`src/rtl/ahb2apb_multi16_if.sv`:
```
// rtl/ahb2apb_multi16_if.sv - AHB-Lite / APB3 signal bundle for the ahb2apb_multi16 bridge
//
// Purpose: groups the AHB slave-side and APB master-side signals of the bridge.
// Modports:
//   slave  - bridge view: AHB request in, AHB response out, APB request out,
//            APB response in.
//   master - environment view (AHB master plus APB peripherals), the mirror image.
// Signals:
//   hsel16, haddr16[31:0], htrans16[1:0], hwrite16, hwdata16[31:0], hready_in16
//   hrdata16[31:0], hready16, hresp16[1:0]
//   paddr16[31:0], pwrite16, penable16, pwdata16[31:0], psel16[NUM_SLV-1:0]
//   prdata16[32*NUM_SLV-1:0], pready16[NUM_SLV-1:0], pslverr16[NUM_SLV-1:0]
interface ahb2apb_multi16_if #(
  parameter int NUM_SLV = 5
);
  logic                   hsel16;
  logic [31:0]            haddr16;
  logic [1:0]             htrans16;
  logic                   hwrite16;
  logic [31:0]            hwdata16;
  logic                   hready_in16;
  logic [31:0]            hrdata16;
  logic                   hready16;
  logic [1:0]             hresp16;
  logic [31:0]            paddr16;
  logic                   pwrite16;
  logic                   penable16;
  logic [31:0]            pwdata16;
  logic [NUM_SLV-1:0]     psel16;
  logic [32*NUM_SLV-1:0]  prdata16;
  logic [NUM_SLV-1:0]     pready16;
  logic [NUM_SLV-1:0]     pslverr16;

  modport slave (
    input  hsel16, haddr16, htrans16, hwrite16, hwdata16, hready_in16,
    output hrdata16, hready16, hresp16,
    output paddr16, pwrite16, penable16, pwdata16, psel16,
    input  prdata16, pready16, pslverr16
  );

  modport master (
    output hsel16, haddr16, htrans16, hwrite16, hwdata16, hready_in16,
    input  hrdata16, hready16, hresp16,
    input  paddr16, pwrite16, penable16, pwdata16, psel16,
    output prdata16, pready16, pslverr16
  );
endinterface

```
`src/rtl/ahb2apb_multi16.sv`:
```
// rtl/ahb2apb_multi16.sv - single-clock AHB-Lite slave to APB3 master bridge, NUM_SLV regions
//
// Purpose: decodes NUM_SLV contiguous, equal, power-of-two regions starting at
// BASE_ADDR, runs one APB3 SETUP/ACCESS sequence per accepted AHB transfer,
// honours PREADY wait states, maps PSLVERR and unmapped addresses to a
// two-cycle AHB ERROR response. All outputs are registered.
// Ports:
//   hclk16      - clock for both AHB and APB sides
//   n_hreset16  - synchronous active-low reset
//   bus         - ahb2apb_multi16_if.slave (AHB request/response, APB request/response)
// Optional feature: define APB_TIMEOUT_EN to abort an ACCESS phase with an
// ERROR response after TIMEOUT_CYCLES cycles without PREADY.
module ahb2apb_multi16 #(
  parameter int          NUM_SLV        = 5,
  parameter logic [31:0] BASE_ADDR      = 32'h00A00000,
  parameter logic [31:0] REGION_SIZE    = 32'h00010000,
  parameter int          TIMEOUT_CYCLES = 256
) (
  input  logic              hclk16,
  input  logic              n_hreset16,
  ahb2apb_multi16_if.slave  bus
);

  localparam int IDX_W   = (NUM_SLV > 1) ? $clog2(NUM_SLV) : 1;
  localparam int RS_LOG2 = $clog2(REGION_SIZE);

  typedef enum logic [2:0] {
    S_IDLE, S_WDATA, S_SETUP, S_ACCESS, S_DONE, S_ERR1, S_ERR2
  } state_t;

  state_t             state_q, state_d;
  logic [IDX_W-1:0]   idx_q, idx_d;
  logic [31:0]        paddr_q, paddr_d;
  logic               pwrite_q, pwrite_d;
  logic [31:0]        pwdata_q, pwdata_d;
  logic [31:0]        hrdata_q, hrdata_d;
  logic               hready_q, hready_d;
  logic [1:0]         hresp_q, hresp_d;
  logic               penable_q, penable_d;
  logic [NUM_SLV-1:0] psel_q, psel_d;

  logic [31:0]        dec_off;
  logic [31:0]        dec_idx_full;
  logic               dec_hit;
  logic [31:0]        sel_rdata;
  logic               sel_ready;
  logic               sel_err;
  logic               timeout_hit;

  // Only the NONSEQ/SEQ bit of htrans matters; IDLE and BUSY are ignored.
  logic unused_htrans0;
  assign unused_htrans0 = bus.htrans16[0];

  // Region decode; the subtraction wraps for addresses below the base, which
  // the explicit lower-bound test rejects.
  assign dec_off      = bus.haddr16 - BASE_ADDR;
  assign dec_idx_full = dec_off >> RS_LOG2;
  assign dec_hit      = (bus.haddr16 >= BASE_ADDR) && (dec_idx_full < 32'(NUM_SLV));

  // Response of the currently addressed slave.
  always_comb begin
    sel_rdata = '0;
    sel_ready = 1'b0;
    sel_err   = 1'b0;
    for (int i = 0; i < NUM_SLV; i++) begin
      if (idx_q == IDX_W'(i)) begin
        sel_rdata = bus.prdata16[i*32 +: 32];
        sel_ready = bus.pready16[i];
        sel_err   = bus.pslverr16[i];
      end
    end
  end

`ifdef APB_TIMEOUT_EN
  localparam int CNT_W = $clog2(TIMEOUT_CYCLES + 1);
  logic [CNT_W-1:0] tmo_cnt_q, tmo_cnt_d;

  // Counts ACCESS cycles; value N-1 during the Nth ACCESS cycle.
  always_comb begin
    tmo_cnt_d = tmo_cnt_q;
    if (state_q == S_SETUP) begin
      tmo_cnt_d = '0;
    end else if (state_q == S_ACCESS) begin
      tmo_cnt_d = tmo_cnt_q + 1'b1;
    end
  end

  assign timeout_hit = (state_q == S_ACCESS) && (tmo_cnt_q == CNT_W'(TIMEOUT_CYCLES - 1));

  always_ff @(posedge hclk16) begin
    if (!n_hreset16) begin
      tmo_cnt_q <= '0;
    end else begin
      tmo_cnt_q <= tmo_cnt_d;
    end
  end
`else
  assign timeout_hit = 1'b0;
`endif

  always_comb begin
    state_d  = state_q;
    idx_d    = idx_q;
    paddr_d  = paddr_q;
    pwrite_d = pwrite_q;
    pwdata_d = pwdata_q;
    hrdata_d = hrdata_q;

    case (state_q)
      S_IDLE, S_DONE, S_ERR2: begin
        state_d = S_IDLE;
        if (bus.hsel16 && bus.htrans16[1] && bus.hready_in16) begin
          if (dec_hit) begin
            idx_d    = dec_idx_full[IDX_W-1:0];
            paddr_d  = bus.haddr16;
            pwrite_d = bus.hwrite16;
            state_d  = bus.hwrite16 ? S_WDATA : S_SETUP;
          end else begin
            state_d = S_ERR1;
          end
        end
      end
      S_WDATA: begin
        // AHB write data is valid in the data phase, one cycle after address.
        pwdata_d = bus.hwdata16;
        state_d  = S_SETUP;
      end
      S_SETUP: state_d = S_ACCESS;
      S_ACCESS: begin
        if (sel_ready) begin
          if (sel_err) begin
            state_d = S_ERR1;
          end else begin
            state_d = S_DONE;
            if (!pwrite_q) begin
              hrdata_d = sel_rdata;
            end
          end
        end else if (timeout_hit) begin
          state_d = S_ERR1;
        end
      end
      S_ERR1:  state_d = S_ERR2;
      default: state_d = S_IDLE;
    endcase

    // Outputs are registered, so they are derived from the next state.
    hready_d  = (state_d == S_IDLE) || (state_d == S_DONE) || (state_d == S_ERR2);
    hresp_d   = ((state_d == S_ERR1) || (state_d == S_ERR2)) ? 2'b01 : 2'b00;
    penable_d = (state_d == S_ACCESS);
    psel_d    = '0;
    if ((state_d == S_SETUP) || (state_d == S_ACCESS)) begin
      for (int i = 0; i < NUM_SLV; i++) begin
        psel_d[i] = (idx_d == IDX_W'(i));
      end
    end
  end

  always_ff @(posedge hclk16) begin
    if (!n_hreset16) begin
      state_q   <= S_IDLE;
      idx_q     <= '0;
      paddr_q   <= '0;
      pwrite_q  <= 1'b0;
      pwdata_q  <= '0;
      hrdata_q  <= '0;
      hready_q  <= 1'b1;
      hresp_q   <= 2'b00;
      penable_q <= 1'b0;
      psel_q    <= '0;
    end else begin
      state_q   <= state_d;
      idx_q     <= idx_d;
      paddr_q   <= paddr_d;
      pwrite_q  <= pwrite_d;
      pwdata_q  <= pwdata_d;
      hrdata_q  <= hrdata_d;
      hready_q  <= hready_d;
      hresp_q   <= hresp_d;
      penable_q <= penable_d;
      psel_q    <= psel_d;
    end
  end

  assign bus.hrdata16  = hrdata_q;
  assign bus.hready16  = hready_q;
  assign bus.hresp16   = hresp_q;
  assign bus.paddr16   = paddr_q;
  assign bus.pwrite16  = pwrite_q;
  assign bus.penable16 = penable_q;
  assign bus.pwdata16  = pwdata_q;
  assign bus.psel16    = psel_q;

endmodule

```
`src/flat_wrapper.sv`:
```
// flat-port wrapper written by rule: the top's interface ports become plain ports
module ahb2apb_multi16_flat 
#(
  parameter int          NUM_SLV        = 5,
  parameter logic [31:0] BASE_ADDR      = 32'h00A00000,
  parameter logic [31:0] REGION_SIZE    = 32'h00010000,
  parameter int          TIMEOUT_CYCLES = 256
)
  (hclk16, n_hreset16, bus_hsel16, bus_haddr16, bus_htrans16, bus_hwrite16, bus_hwdata16, bus_hready_in16, bus_hrdata16, bus_hready16, bus_hresp16, bus_paddr16, bus_pwrite16, bus_penable16, bus_pwdata16, bus_psel16, bus_prdata16, bus_pready16, bus_pslverr16);
  ahb2apb_multi16_if #(.NUM_SLV(NUM_SLV)) bus_i ();
  input  logic hclk16;
  input  logic n_hreset16;
  input wire logic [$bits(bus_i.hsel16)-1:0] bus_hsel16;
  input wire logic [$bits(bus_i.haddr16)-1:0] bus_haddr16;
  input wire logic [$bits(bus_i.htrans16)-1:0] bus_htrans16;
  input wire logic [$bits(bus_i.hwrite16)-1:0] bus_hwrite16;
  input wire logic [$bits(bus_i.hwdata16)-1:0] bus_hwdata16;
  input wire logic [$bits(bus_i.hready_in16)-1:0] bus_hready_in16;
  output wire logic [$bits(bus_i.hrdata16)-1:0] bus_hrdata16;
  output wire logic [$bits(bus_i.hready16)-1:0] bus_hready16;
  output wire logic [$bits(bus_i.hresp16)-1:0] bus_hresp16;
  output wire logic [$bits(bus_i.paddr16)-1:0] bus_paddr16;
  output wire logic [$bits(bus_i.pwrite16)-1:0] bus_pwrite16;
  output wire logic [$bits(bus_i.penable16)-1:0] bus_penable16;
  output wire logic [$bits(bus_i.pwdata16)-1:0] bus_pwdata16;
  output wire logic [$bits(bus_i.psel16)-1:0] bus_psel16;
  input wire logic [$bits(bus_i.prdata16)-1:0] bus_prdata16;
  input wire logic [$bits(bus_i.pready16)-1:0] bus_pready16;
  input wire logic [$bits(bus_i.pslverr16)-1:0] bus_pslverr16;
  assign bus_i.hsel16 = bus_hsel16;
  assign bus_i.haddr16 = bus_haddr16;
  assign bus_i.htrans16 = bus_htrans16;
  assign bus_i.hwrite16 = bus_hwrite16;
  assign bus_i.hwdata16 = bus_hwdata16;
  assign bus_i.hready_in16 = bus_hready_in16;
  assign bus_hrdata16 = bus_i.hrdata16;
  assign bus_hready16 = bus_i.hready16;
  assign bus_hresp16 = bus_i.hresp16;
  assign bus_paddr16 = bus_i.paddr16;
  assign bus_pwrite16 = bus_i.pwrite16;
  assign bus_penable16 = bus_i.penable16;
  assign bus_pwdata16 = bus_i.pwdata16;
  assign bus_psel16 = bus_i.psel16;
  assign bus_i.prdata16 = bus_prdata16;
  assign bus_i.pready16 = bus_pready16;
  assign bus_i.pslverr16 = bus_pslverr16;
  ahb2apb_multi16 #(.NUM_SLV(NUM_SLV), .BASE_ADDR(BASE_ADDR), .REGION_SIZE(REGION_SIZE), .TIMEOUT_CYCLES(TIMEOUT_CYCLES)) u_core (.hclk16(hclk16), .n_hreset16(n_hreset16), .bus(bus_i));
endmodule
```
`config.mk`:
```
export PLATFORM = sky130hd
export DESIGN_NAME = ahb2apb_multi16_flat
export DESIGN_NICKNAME = d
export VERILOG_FILES = /design/src/rtl/ahb2apb_multi16_if.sv /design/src/rtl/ahb2apb_multi16.sv /design/src/flat_wrapper.sv
export SDC_FILE = /design/constraint.sdc
export NUM_CORES = 1
export LEC_CHECK = 0
export ABC_AREA = 1
export CAP_MARGIN = 25
export CELL_PAD_IN_SITES_DETAIL_PLACEMENT = 0
export CELL_PAD_IN_SITES_GLOBAL_PLACEMENT = 1
export CORE_AREA = 5 5 165 167
export DETAILED_ROUTE_END_ITERATION = 6
export DIE_AREA = 0 0 170 172
export GPL_ROUTABILITY_DRIVEN = 0
export PLACE_DENSITY = 0.82
export SLEW_MARGIN = 0
export SYNTH_ARGS = -nofsm -noshare
export SYNTH_HDL_FRONTEND = slang
export SYNTH_SLANG_ARGS = --single-unit
```
`constraint.sdc`:
```
create_clock -name hclk16 -period 1.82 [get_ports hclk16]
set_clock_uncertainty 0.2 [all_clocks]
set_input_delay 0.182 -clock hclk16 [delete_from_list [all_inputs] [get_ports hclk16]]
set_output_delay 0.182 -clock hclk16 [all_outputs]
set_load 0.03 [all_outputs]
```
==> results of run 1 <==
==> cells in the mapped netlist (2+ instances only) <==
master | n | share of area
nor2_2 | 2 | 0.0023
buf_2 | 14 | 0.013
nand4_1 | 38 | 0.043
clkbuf_1 | 27 | 0.018
inv_1 | 88 | 0.060
inv_2 | 6 | 0.0041
o21ai_0 | 54 | 0.049
nand2_1 | 67 | 0.046
nor2_1 | 65 | 0.044
nor2_4 | 2 | 0.0041
a221oi_1 | 32 | 0.051
buf_6 | 3 | 0.0061
buf_4 | 2 | 0.0027
o21bai_1 | 3 | 0.0041
nand3_1 | 153 | 0.14
a21oi_1 | 42 | 0.038
buf_1 | 16 | 0.011
a21oi_2 | 30 | 0.048
dfxtp_1 | 111 | 0.40
==> what timing repair did <==
| item | 4_1_cts | 5_1_grt |
|---|---|---|
| setup buffers | 17 | 2 |
| endpoints found under the hold margin | 1 | 1 |
| setup endpoints to repair | 83 | 90 |
| hold buffers | 1 | 1 |
| pin swaps | 13 | 21 |
| gates resized for setup | 47 | 69 |
| gates cloned | 1 | 5 |
==> path summary, 6_finish.rpt <==
path / startpoint / endpoint / slack [ns] / depth (start not counted)
worst max-delay path: u_core.idx_q[2] / u_core.bus.hrdata16[21] / -0.09 / 11
worst min-delay path: bus_haddr16[24] / u_core.bus.paddr16[24] / 0.09 / 4
worst max register to register: u_core.idx_q[2] / u_core.bus.hrdata16[21] / -0.09 / 11
worst min register to register: u_core.bus.pwdata16[5] / u_core.bus.pwdata16[5] / 0.24 / 2
==> stage by stage <==
stage,hold slack (ns),area (µm²)
floorplan,0.117,5540
global placement,0.228,9820
detailed placement,0.235,9820
CTS,0.127,10400
global route,0.0926,10800
finish,0.0872,10800
==> layout make-up <==
class	count	share of cell area
repair buffers	441	0.419
multi-input cells	498	0.269
flip-flops and latches	111	0.208
well taps	335	0.0390
inverters	95	0.0350
clock buffers	9	0.0209
clock inverters	7	0.00885
diodes	1	0.000233
==> power by group through the flow <==
stage | Clock [mW] | Combinational [mW] | Sequential [mW]
6_report | 2.18 | 1.16 | 2.51
5_1_grt | 2.37 | 1.24 | 2.51
4_1_cts | 2.28 | 1.16 | 2.51
3_5_place_dp | 0 | 1.13 | 2.57
3_3_place_gp | 0 | 1.13 | 2.57
2_1_floorplan | 0 | 0.259 | 2.67
==> state kept, by name, summed over array words and instances (netlist names) <==
register / count
u_core.bus.pwrite16: 1
u_core.bus.hresp16: 1
u_core.state_q: 3
u_core.bus.pwdata16: 32
u_core.bus.psel16: 5
u_core.bus.paddr16: 32
u_core.bus.hrdata16: 32
u_core.bus.penable16: 1
u_core.bus.hready16: 1
u_core.idx_q: 3
==> worst register-to-register path, delay by kind of cell, from the launching register on <==
| family | cells | cell delay (ns) |
|---|---|---|
| buffers and inverters | 3 | 0.45 |
| and+or+nand+nor | 7 | 0.69 |
| AOI/OAI and AO/OA | 1 | 0.10 |
| DFF | 1 | 0.38 |
==> kinds of logic (layout without fill, tap and decap cells) <==
| family | after synthesis | after routing | share of synthesized area |
|---|---|---|---|
| DFF | 111 | 111 | 0.403 |
| AOI/OAI and AO/OA | 164 | 164 | 0.194 |
| and+or+nand+nor | 332 | 332 | 0.285 |
| other | 1 | 2 | 0.000680 |
| adders and majority gates | 1 | 1 | 0.00227 |
| buffers and inverters | 157 | 552 | 0.115 |
==> metal layers <==
layer,vias up,GRT usage,wire length (µm)
met5,-,0,0
met2,275,0.283,12700
met3,25,0.0540,2580
li1,3411,-,-
met4,0,0.0507,624
met1,3149,0.187,10200
==> PnR_summary.wiki, run 1 <==
{| class="wikitable"
! Metric !! Value
|-
| Detail Route Antenna Nets || 0
|-
| Number of synthesized flops with an enable pin || 0
|-
| Count of port buffers added during placement || 344
|-
| Violations in the final reports || setup timing
|-
| Clock sink count || 111
|-
| MaxCap Viol Count || 0
|-
| Worst-case setup margin in the final layout || -0.0903 ns
|-
| Vias in the first global route || 6747
|-
| Maximum fanout count along the critical path || 11
|-
| Most used flip-flop cell after synthesis || dfxtp_1
|-
| Seq/Total Area, Yosys || 0.403
|-
| Root Buffer || clkbuf_16
|-
| Final std cells w/o fill || 1497
|-
| Total negative slack || -2.36 ns
|-
| Run status || finished with violations
|-
| Post-synthesis sequential element count || 111
|-
| Largest net degree at the start of global routing || 42
|-
| Final Power || 5.85 mW
|-
| Delay-heaviest family, CP || simple AND/OR/NAND/NOR gates
|-
| Sequential standard cell area || 2230 µm²
|-
| Number of top-level pins || 347
|-
| Total via count after detailed routing || 6860
|-
| Avg Synthesized Cell Area || 7.20 µm²
|-
| Row cnt || 59
|-
| Number of search-and-repair iterations in the first detailed-routing pass || 4
|-
| Share of final-layout standard cells stronger than drive strength 1 || 0.182
|-
| Startpoint types || register
|-
| Number of warnings issued by yosys || 0
|-
| Overflow left after global routing || 0
|-
| Num CTS Buffers || 9
|-
| Commonest cells after routing, fill and taps aside || clkdlybuf4s50_1, nand3_1, dfxtp_1
|-
| Number of filler instances in the final layout || 2586
|-
| Area overhead of the layout relative to synthesis || 94.9%
|-
| Aggregate global-route resource usage || 0.162
|-
| Total die area || 29200 µm²
|-
| Net switching power figure || 1.56 mW
|-
| Setup crit end kind || register
|-
| Sum of buffers and inverters on the critical path || 3
|-
| Synth Net Count || 1008
|-
| Cell Count Post-Placement || 1455
|-
| DRC Markers || 0
|-
| Static Leak || 4.52 nW
|-
| Synthesized netlist cell count || 766
|-
| Final critical path time including I/O delays and setup || 1.91 ns
|-
| Final Hold Violating Endpoints || 0
|-
| Average vias per placed instance || 4.58
|-
| Per-cell routed wire length || 17.4 µm
|-
| Area of the mapped netlist || 5520 µm²
|-
| Detail Placement HPWL || 19600 µm
|-
| Routed wire length || 26100 µm
|-
| Chip Width || 170 µm
|-
| Clock tree from TritonCTS || yes
|-
| Initial Utilization || 0.215
|-
| Combinational group share of total power || 0.199
|-
| Most common cell type on the critical path || nand2_1
|-
| Number of design-rule violations left by the first detailed-router iteration || 236
|-
| Die Y-Extent || 172 µm
|-
| Crit path arrival time || 1.99 ns
|-
| Area occupied by multi-input gates || 2890 µm²
|-
| H-tree level count || 3
|-
| Clock edge transition at the registers on the reported setup and hold paths || 0.09 ns
|-
| Core ar. || 25600 µm²
|-
| Internal power || 4.29 mW
|-
| Cell area power density || 544 nW/µm²
|-
| Clock latency reported for the late side of the worst-skew pair || 0.36 ns
|-
| Final slew viol count || 0
|-
| IR Drop Worst-Case VDD || 0.393 mV
|-
| Total setup violations reported at the end of the flow || 33
|-
| Clock group share of total power || 0.373
|-
| Critical-path cell with the highest stage delay || dfxtp_4
|-
| Post-Place Worst Slack || -0.671 ns
|-
| Path category of the worst min-delay check || in -> reg
|-
| Sw Share || 0.266
|-
| Highest Clock Rate || 0.523 GHz
|-
| Leading cell type in the layout, fill and taps excluded || clkdlybuf4s50_1
|-
| Fin util || 0.420
|-
| Unrepaired setup endpoints after global routing || yes
|-
| Post-synthesis async set-or-reset flop share || 0
|-
| Antenna violations before repair || 1
|-
| Largest stage delay on the critical path || 0.38 ns
|-
| Net count, final || 1398
|-
| Required time at the endpoint of the critical path || 1.90 ns
|-
| Number of buffers on the longest clock path || 2
|-
| Critical path start-end classification || reg -> reg
|-
| Cell-by-cell trace of the critical path || buf_6 > nor2_4 > nand2_1 > nand4_1 > nor2_1 > nand2_2 > clkinv_4 > clkbuf_16 > nand3_1 > nand2_1 > a21oi_2
|-
| Sequential group share of total power || 0.428
|-
| Wire length of the first global-routing pass || 37400 µm
|-
| Crit share post-route || 1.05
|-
| Number of distinct library cell variants in the gate-level netlist after synthesis || 30
|}
Note: power is estimated with default switching activity, not from simulation.
==> run 2, diff against run 1 <==
--- a/config.mk
+++ b/config.mk
@@ -9,11 +9,11 @@
 export CAP_MARGIN = 25
 export CELL_PAD_IN_SITES_DETAIL_PLACEMENT = 0
 export CELL_PAD_IN_SITES_GLOBAL_PLACEMENT = 1
-export CORE_AREA = 5 5 165 167
+export CORE_AREA = 8 8 158 160
 export DETAILED_ROUTE_END_ITERATION = 6
-export DIE_AREA = 0 0 170 172
+export DIE_AREA = 0 0 166 168
 export GPL_ROUTABILITY_DRIVEN = 0
-export PLACE_DENSITY = 0.82
+export PLACE_DENSITY = 0.87
 export SLEW_MARGIN = 0
 export SYNTH_ARGS = -nofsm -noshare
 export SYNTH_HDL_FRONTEND = slang
==> constraint.sdc (replaced) <==
create_clock -name hclk16 -period 1.9 [get_ports hclk16]
set_clock_uncertainty 0.2 [all_clocks]
set_input_delay 0.19 -clock hclk16 [delete_from_list [all_inputs] [get_ports hclk16]]
set_output_delay 0.19 -clock hclk16 [all_outputs]
set_load 0.03 [all_outputs]
==> PnR_summary.wiki, run 2 (synthesized netlist as in run 1, its figures left out) <==
{| class="wikitable"
! Metric !! Value
|-
| Run status || finished with violations
|-
| Violations in the final reports || setup timing
|-
| Required time at the endpoint of the critical path || 1.95 ns
|-
| Setup crit end kind || register
|-
| Clock sink count || 111
|-
| Row cnt || 55
|-
| Logic depth of the worst register-to-register path || 13
|-
| Detail Placement HPWL || 20200 µm
|-
| Worst Hold Depth || 2
|-
| Chip Width || 166 µm
|-
| Average vias per placed instance || 4.82
|-
| Wire length of the first global-routing pass || 39900 µm
|-
| Largest stage delay on the critical path || 0.38 ns
|-
| Number of search-and-repair iterations in the first detailed-routing pass || 5
|-
| Unrepaired setup endpoints after global routing || yes
|-
| MaxCap Viol Count || 0
|-
| Total via count after detailed routing || 6840
|-
| Area occupied by multi-input gates || 2780 µm²
|-
| Clock latency reported for the late side of the worst-skew pair || 0.35 ns
|-
| H-tree level count || 3
|-
| Hold bufs inserted after CTS || 0
|-
| Detail Route Antenna Nets || 0
|-
| Antenna violations before repair || 1
|-
| Final slew viol count || 0
|-
| Worst-case setup margin in the final layout || -0.0132 ns
|-
| Aggregate global-route resource usage || 0.182
|-
| Hold_sp || n_hreset16
|-
| Area overhead of the layout relative to synthesis || 86.0%
|-
| Root Buffer || clkbuf_16
|-
| Path category of the worst min-delay check || in -> reg
|-
| Count of port buffers added during placement || 344
|-
| Commonest cells after routing, fill and taps aside || clkdlybuf4s50_1, nand3_1, dfxtp_1
|-
| Cell-by-cell trace of the critical path || buf_6 > inv_4 > nor2_4 > nand3_2 > nand3_2 > nor2_2 > nor2_1 > nand2_2 > clkinv_4 > buf_6 > nand3_1 > nand2_1 > a21oi_2
|-
| Startpoint types || register
|-
| Total setup violations reported at the end of the flow || 3
|-
| Crit share post-route || 1.01
|-
| Cell area power density || 523 nW/µm²
|-
| Maximum fanout count along the critical path || 9
|-
| Initial Utilization || 0.247
|-
| Num CTS Buffers || 9
|-
| Final Hold Violating Endpoints || 0
|-
| DRC Markers || 0
|-
| Vias in the first global route || 6861
|-
| Clock group share of total power || 0.349
|-
| Highest Clock Rate || 0.523 GHz
|-
| Combinational group share of total power || 0.203
|-
| Fin util || 0.459
|-
| Sw Share || 0.264
|-
| Clock tree from TritonCTS || yes
|-
| Sequential group share of total power || 0.447
|-
| Core ar. || 22400 µm²
|-
| Internal power || 3.95 mW
|-
| Worst r2r dst || u_core.bus.hrdata16[30]
|-
| Antenna Cells || 0
|-
| Number of filler instances in the final layout || 2246
|-
| Critical-path cell with the highest stage delay || dfxtp_4
|-
| Endpoint with the worst hold slack || u_core.bus.hready16
|-
| Share of final-layout standard cells stronger than drive strength 1 || 0.145
|-
| IR Drop Worst-Case VDD || 0.364 mV
|-
| Leading cell type in the layout, fill and taps excluded || clkdlybuf4s50_1
|-
| Number of design-rule violations left by the first detailed-router iteration || 381
|-
| Overflow left after global routing || 0
|-
| Number of buffers on the longest clock path || 2
|-
| Clock edge transition at the registers on the reported setup and hold paths || 0.08 ns
|-
| Critical path start-end classification || reg -> reg
|-
| Per-cell routed wire length || 18.8 µm
|-
| Total die area || 27900 µm²
|-
| Total negative slack || -0.0161 ns
|-
| Sequential standard cell area || 2230 µm²
|-
| Net count, final || 1371
|-
| Final critical path time including I/O delays and setup || 1.91 ns
|-
| Die Y-Extent || 168 µm
|-
| Largest net degree at the start of global routing || 47
|-
| Number of top-level pins || 347
|-
| Static Leak || 3.96 nW
|-
| Routed wire length || 26600 µm
|-
| Net switching power figure || 1.42 mW
|-
| Reg-to-reg setup timing slack || -0.01 ns
|-
| Critical R2R Launch || u_core.idx_q[1]
|-
| Crit path arrival time || 1.96 ns
|}
-- run 2: cell count changes in the layout (fill, tap and decap cells not counted), moves of 4 or more --
cell / previous run / this run
buf_6: 5 / 9
nand3_1: 143 / 149
buf_4: 70 / 44
a221oi_1: 26 / 30
a221oi_2: 6 / 2
clkdlybuf4s50_1: 313 / 340
dlymetal6s2s_1: 24 / 0
nor2_2: 7 / 3
nand3_2: 10 / 4
nor2_1: 57 / 62
-- run 2: worst max-delay path by stage --
stage                     from                       to  slack (ns)  cells past startpoint
2_1_floorplan  bus_haddr16[21]   u_core.bus.paddr16[24]        0.02                     13
3_3_place_gp   bus_haddr16[21]     u_core.bus.psel16[1]       -0.55                     16
3_5_place_dp   bus_haddr16[21]     u_core.bus.psel16[1]       -0.59                     16
4_1_cts        u_core.idx_q[1]   u_core.bus.hrdata16[1]       -0.08                     12
5_1_grt        u_core.idx_q[1]  u_core.bus.hrdata16[11]       -0.13                     13
6_report       u_core.idx_q[1]  u_core.bus.hrdata16[30]       -0.01                     13
-- run 2: routing by layer --
| layer | GRT usage | part of all wire | up-vias |
|---|---|---|---|
| met3 | 0.0739 | 0.096 | 46 |
| met2 | 0.302 | 0.47 | 327 |
| li1 | - | - | 3361 |
| met5 | 0 | 0.00049 | - |
| met1 | 0.206 | 0.41 | 3104 |
| met4 | 0.0711 | 0.031 | 2 |
-- run 2: what timing repair did --
item,in CTS,in global routing
endpoints found under the setup margin,79,78
cloned,2,4
pin swaps,18,16
resized for setup,37,33
setup buffers,6,0
-- run 2: worst max-delay path, delay by kind of cell, from the launching register on --
family                 cells  cell delay, ns
and+or+nand+nor            8            0.75
buffers and inverters      4            0.45
DFF                        1            0.38
AOI/OAI and AO/OA          1            0.03
-- run 2: power groups by stage --
stage / logic, mW / registers [mW] / clock network, mW
after floorplan: 0.248 / 2.56 / 0
after global placement: 1.07 / 2.46 / 0
after detailed placement: 1.07 / 2.46 / 0
after CTS: 1.09 / 2.40 / 1.95
after global routing: 1.17 / 2.41 / 2.06
final: 1.09 / 2.40 / 1.87
-- run 2: final cells by class --
class	count	share of cell area
flip-flops and latches	111	0.218
repair buffers	414	0.412
inverters	95	0.0367
clock inverters	6	0.00512
clock buffers	10	0.0223
multi-input cells	498	0.271
well taps	285	0.0348
-- run 2: per-stage QoR --
step,area (µm²),hold WS [ns],worst slack (ns),power [mW],instances
CTS,10100,0.0296,-0.0806,5.45,1415
global route,10300,0.0395,-0.128,5.64,1419
global placement,9620,0.229,-0.546,3.53,1392
detailed placement,9620,0.234,-0.593,3.53,1392
floorplan,5520,0.125,0.0196,2.81,766
finish,10300,0.0244,-0.0132,5.36,1419
